==> src/rtl/rom_ctrl_access_arb.sv <==
// ROM port owner: the startup checker until chk_done_i, a one-cycle drain, then the bus for good.
// Optional bus stall counter is built when ROM_CTRL_ARB_STALL_CNT_EN is defined.
module rom_ctrl_access_arb #(
    parameter int AW = 4,
    parameter int DW = 40
) (
    input  logic          clk_i,
    input  logic          rst_i,
    input  logic          chk_req_i,
    input  logic [AW-1:0] chk_addr_i,
    input  logic          chk_done_i,
    input  logic          bus_req_i,
    input  logic [AW-1:0] bus_addr_i,
    output logic          bus_gnt_o,
    output logic          bus_rvalid_o,
    output logic [DW-1:0] bus_rdata_o,
    output logic          rom_req_o,
    output logic [AW-1:0] rom_addr_o,
    input  logic [DW-1:0] rom_rdata_i,
    output logic          sel_bus_o,
    output logic          alert_o,
    output logic [15:0]   stall_cnt_o
);

    localparam logic [1:0] ST_CHECK    = 2'd0;
    localparam logic [1:0] ST_HANDOVER = 2'd1;
    localparam logic [1:0] ST_BUS      = 2'd2;
    localparam logic [1:0] ST_ERROR    = 2'd3;

    logic [1:0] state_reg, state_next;
    logic       rvalid_reg;
    logic       alert_reg;
    logic       rdata_en;

    // Once chk_done_i has been seen high it must stay high; any fall is terminal.
    always_comb begin
        state_next = ST_ERROR;
        case (state_reg)
            ST_CHECK:    state_next = chk_done_i ? ST_HANDOVER : ST_CHECK;
            ST_HANDOVER: state_next = chk_done_i ? ST_BUS : ST_ERROR;
            ST_BUS:      state_next = chk_done_i ? ST_BUS : ST_ERROR;
            default:     state_next = ST_ERROR;
        endcase
    end

    always_comb begin
        bus_gnt_o  = 1'b0;
        rom_req_o  = 1'b0;
        rom_addr_o = '0;
        case (state_reg)
            ST_CHECK: begin
                rom_req_o  = chk_req_i;
                rom_addr_o = chk_addr_i;
            end
            ST_BUS: begin
                bus_gnt_o  = bus_req_i;
                rom_req_o  = bus_req_i;
                rom_addr_o = bus_addr_i;
            end
            default: begin
                bus_gnt_o  = 1'b0;
                rom_req_o  = 1'b0;
                rom_addr_o = '0;
            end
        endcase
    end

    always_ff @(posedge clk_i) begin
        if (rst_i) begin
            state_reg  <= ST_CHECK;
            rvalid_reg <= 1'b0;
            alert_reg  <= 1'b0;
        end else begin
            state_reg  <= state_next;
            rvalid_reg <= bus_req_i & bus_gnt_o;
            alert_reg  <= (state_next == ST_ERROR);
        end
    end

    // A read granted in the faulting cycle still completes, but with no ROM data.
    assign rdata_en = rvalid_reg & (state_reg != ST_ERROR);

    for (genvar gi = 0; gi < DW; gi++) begin : g_rdata
        assign bus_rdata_o[gi] = rdata_en & rom_rdata_i[gi];
    end

    assign bus_rvalid_o = rvalid_reg;
    assign sel_bus_o    = (state_reg == ST_BUS);
    assign alert_o      = alert_reg;

`ifdef ROM_CTRL_ARB_STALL_CNT_EN
    logic [15:0] stall_cnt_reg;

    always_ff @(posedge clk_i) begin
        if (rst_i) begin
            stall_cnt_reg <= 16'h0;
        end else if (bus_req_i && !bus_gnt_o && (stall_cnt_reg != 16'hFFFF)) begin
            stall_cnt_reg <= stall_cnt_reg + 16'd1;
        end
    end

    assign stall_cnt_o = stall_cnt_reg;
`else
    assign stall_cnt_o = 16'h0;
`endif

endmodule

==> config.mk <==
export PLATFORM = sky130hd
export DESIGN_NAME = rom_ctrl_access_arb
export DESIGN_NICKNAME = d
export VERILOG_FILES = /design/src/rtl/rom_ctrl_access_arb.sv
export SDC_FILE = /design/constraint.sdc
export NUM_CORES = 1
export LEC_CHECK = 0
export ABC_AREA = 1
export CORE_ASPECT_RATIO = 1.1
export CORE_MARGIN = 1.5
export CORE_UTILIZATION = 27
export CTS_CLUSTER_SIZE = 24
export DETAILED_ROUTE_END_ITERATION = 8
export PLACE_DENSITY = 0.95
export SETUP_SLACK_MARGIN = 0.1
export SLEW_MARGIN = 20
export SYNTH_ARGS = -nofsm -noshare
export SYNTH_HDL_FRONTEND = slang
export SYNTH_SLANG_ARGS = --single-unit
export TNS_END_PERCENT = 20
==> constraint.sdc <==
create_clock -name clk_i -period 2 [get_ports clk_i]
set_clock_uncertainty 0.2 [all_clocks]
set_input_delay 0.2 -clock clk_i [delete_from_list [all_inputs] [get_ports clk_i]]
set_output_delay 0.2 -clock clk_i [all_outputs]
set_load 0.005 [all_outputs]
* Word level (Yosys, flattened, before mapping)
Index checks and enable logic that the tools add are counted.
** Storage, ports and cells
- Register bits after elaboration :: 4
- Bits of input ports :: 53
- Word-level logic and storage cells :: 57
** Cells by class
- Equal/unequal tests :: 4
- Multiplexer cells :: 6
- Bitwise logic cells :: 42
- Reductions and logical operators :: 2
** Operators by type and width (count)
- $and A1 B1 Y1 :: 42
- $pmux W4 S2 :: 1
- $eq A2 B2 Y1 const B :: 2
- $pmux W2 S2 :: 1
- $mux W1 :: 3
- $eq A2 B1 Y1 const B :: 1
- $logic_not A2 Y1 :: 1
- $ne A2 B2 Y1 const B :: 1
- $pmux W1 S2 :: 1
- $reduce_or A2 Y1 :: 1

* Depth between registers and ports, before layout
- Depth after elaboration :: 4
- Depth in mapped cells :: 6
- Depth with buffers taken out :: 6

* Worst setup path after synthesis
OpenSTA, ideal clock, no wires.
- Path kind :: flip-flop to output port
- From :: register state_reg[0]
- To :: output port rom_addr_o[0]
- Arrival :: 0.981 ns
- Required time :: 1.600 ns
- Path slack :: 0.619 ns
- Stages on the path, launching flop included :: 5
- Path through :: dfxtp_1 > inv_1 > ha_1 > nor2_1 > o21ai_0
** Between the ends
- Word-level cells in the longest chain between the ends :: 2
** RTL lines
- start: declaration :: RTL line 30 : logic [1:0] state_reg, state_next;
- start signal: assignment :: RTL line 74 : state_reg <= state_next;
- $eq A2 B2 Y1
- via sel_bus_o :: RTL line 20 : output logic sel_bus_o,
- $pmux W4 S2 :: RTL line 50 : case (state_reg)
- end: declaration :: RTL line 18 : output logic [AW-1:0] rom_addr_o,
The timed path passes the listed nets, and every way through them passes these cells.

* Final worst setup path
- From :: register state_reg[0]
- To :: output port rom_req_o
** Between the ends
- Word-level cells in the longest chain between the ends :: 2
** RTL lines
- $eq A2 B2 Y1 / $logic_not A2 Y1 (equally long branches) :: RTL line 50
- $pmux W1 S2 (*) :: RTL line 50
- end: declaration :: RTL line 17 : output logic rom_req_o,
Mark *: on every way between the ends. The rest lies on a longest branch, timed or not.

==> results.py <==
metrics = {
    "critical_path": {
        "cp_max_fo": 5,
        "critPathArrivalTime_ps": 1480,
        "slowest_delay_ps": 340,
        "startpoint_type": "flop",
        "path_depth": 6,
        "crit_required_ps": 1600,
        "crit_family": "buffers and inverters",
        "rrSetupSlack_ps": 710,
        "cp-endpoint": "rom_req_o",
        "path_class": "reg2out",
        "startpoint": "state_reg[0]$_SDFF_PP0_",
        "timing.rr.end": "alert_o$_SDFF_PP0_",
        "endpoint_kind": "primary output",
        "cp_cell_sequence": "inv_2, buf_4, ha_4, nor2_4, o21ai_1, dlygate4sd2_1",
        "rr_startpoint": "state_reg[0]$_SDFF_PP0_",
        "crit_buf_inv": 3,
        "reg2reg_depth": 7,
        "cpMaxStageDelayCell": "dfxtp_2",
    },
    "place": {
        "gp_congestion": 0.769,
        "dp_hpwl_mm": 2.44,
        "dp.cells": 279,
        "port_buffers": 101,
        "placed_area_um2": 1840,
    },
    "finish": {
        "final_common_cell": "clkdlybuf4s50_1",
        "n_fill_cell": 257,
        "largest_reg_flops": 2,
        "final_area_um2": 2020,
        "n_antenna_cell": 0,
        "final_cell_count_no_fill": 291,
        "fin_nets": 318,
        "drive_above_1_share": 0.276,
        "layout_common_cells": "clkdlybuf4s50_1 (55), inv_1 (46), nor2_2 (40), dlymetal6s2s_1 (20), dlygate4sd2_1 (19)",
        "fin_util": 0.662,
        "syn2layout_area_growth_pct": 132,
    },
    "global_routing": {
        "grt_pass1_vias": 1054,
        "grt_pass1_wl_mm": 4.70,
        "global_route.usage.total": 0.163,
        "overflow": 0,
        "grt_max_degree": 29,
        "antenna_found_initial": 0,
    },
    "routing": {
        "drc": 0,
        "vias": 1132,
        "routed_wl_mm": 3.24,
        "drtPass1Iterations": 4,
        "wire_per_inst_um": 11.1,
        "drt-vias-per-instance": 3.89,
        "drt_iter0_drc": 34,
        "final_antenna_net_count": 0,
    },
    "floorplanning": {
        "core_um2": 3050,
        "num_rows": 21,
        "die_width_um": 57.2,
        "ios": 118,
        "die_y_um": 62.6,
        "start_util": 0.286,
        "die-area_um2": 3580,
    },
    "logic_synthesis": {
        "synth.area.top_cells": "nor2_2 (29%), inv_1 (21%), buf_4 (14%), dfxtp_1 (9.2%), ha_1 (8.6%)",
        "syn_avg_cell_area_um2": 5.92,
        "ys_ff_latch": 4,
        "ys_types": 13,
        "syn_inst": 147,
        "yosysSeqAreaShare": 0.0920,
        "syn_area_um2": 871,
        "synth_top_area_cell": "nor2_2",
        "yosysWarnings": 0,
        "synth_top_area_frac": 0.287,
    },
    "clocking": {
        "clockBufferDepth": 2,
        "cts.sinks": 4,
        "clk_latency_ps": 240,
        "cts_tree": "yes",
        "root_buffer": "clkbuf_4",
        "cts_buffers": 3,
        "clk_pin_slew_worst_paths_ps": 40,
        "htreeDepth": 1,
        "ctsHoldBuffers": 0,
    },
    "sta": {
        "maxSlewViolCount": 0,
        "hold_slack_ps": 322,
        "tns_ps": 0,
        "setup_viol_count_final": 0,
        "layout_min_cycle_time_ps": 1880,
        "period_share": 0.939,
        "fmax_ghz": 0.533,
        "rsz0062_at_grt": "true",
        "hold_viol": 0,
    },
    "run": {
        "cap_violations": 0,
    },
    "status": {
        "run_status": "complete, no violations",
    },
    "power_and_ir_drop": {
        "cellLeakagePower_nw": 1.43,
        "power.density_nw_per_um2": 290,
        "irDropWorstVdd_mv": 0.393,
    },
    "hold_path": {
        "min_path_type": "in2reg",
    },
}
-- synthesized netlist by cell type (all sizes together) --
library cell and n:
a21oi 3, buf 20, conb 1, dfxtp 4
ha 6, inv 49, nand2 16, nand3 1
nor2 44, o21ai 3
-- final cells by class --
class,instances,area [µm²],share of cell area
clock buffers,3,22.5,0.0112
inverters,49,184,0.0912
multi-input cells,89,551,0.273
flip-flops and latches,4,85.1,0.0422
well taps,34,42.5,0.0211
repair buffers,112,1130,0.561
-- worst min-delay path by stage --
stage / startpoint / endpoint / depth (start not counted)
finish: rst_i / state_reg[1]$_SDFF_PP0_ / 2
global route: rst_i / state_reg[1]$_SDFF_PP0_ / 2
CTS: rst_i / state_reg[1]$_SDFF_PP0_ / 2
detailed placement: state_reg[0]$_SDFF_PP0_ / state_reg[0]$_SDFF_PP0_ / 5
global placement: state_reg[1]$_SDFF_PP0_ / alert_o$_SDFF_PP0_ / 3
floorplan: rst_i / state_reg[1]$_SDFF_PP0_ / 1
-- worst register-to-register path: cells and delay by family (launching register included) --
kind	cells	cell delay (ps)
DFF	1	340
adders and majority gates	1	260
buffers and inverters	3	210
AOI/OAI and AO/OA	1	110
and+or+nand+nor	2	80
-- logic make-up (layout without fill, tap and decap cells) --
| group | Yosys count | after routing | share of synthesized area |
|---|---|---|---|
| flip-flops | 4 | 4 | 0.0920 |
| AND/OR/NAND/NOR | 61 | 61 | 0.382 |
| AO/OA/AOI/OAI | 6 | 6 | 0.0345 |
| other | 1 | 16 | 0.00431 |
| adder cells (fa/ha/maj) | 6 | 6 | 0.0862 |
| buffers and inverters | 69 | 164 | 0.401 |
-- per-layer routing --
layer  global-route usage  vias to the layer above  routed length [µm]
li1                     -                      586                   -
met1                0.154                      485                1090
met2                0.322                       57                1810
met3               0.0538                        4                 303
met4               0.0436                        0                  41
met5                    0                        -                   0
-- report_power, final --
part           switching [mW]  internal, mW  leakage [nW]
logic                   0.154         0.224          1.39
clock network          0.0365        0.0674        0.0138
registers              0.0102        0.0922        0.0340
total                   0.200         0.384          1.43
-- metrics by stage --
| stage | total power, mW | setup slack (ps) |
|---|---|---|
| after floorplan | 0.254 | 619 |
| after global placement | 0.433 | 124 |
| after detailed placement | 0.443 | 47.9 |
| after CTS | 0.575 | -81.7 |
| after global routing | 0.635 | 39.0 |
| final | 0.584 | 123 |
-- what timing repair did --
item | CTS | global route
setup endpoints to repair | 46 | 46
buffers inserted | 2 | 6
resized for setup | 40 | 39
cloned | 0 | 1
pin swaps | 1 | 0
endpoints found under the hold margin | 0 | 0
Note: power is estimated with default switching activity, not from simulation.
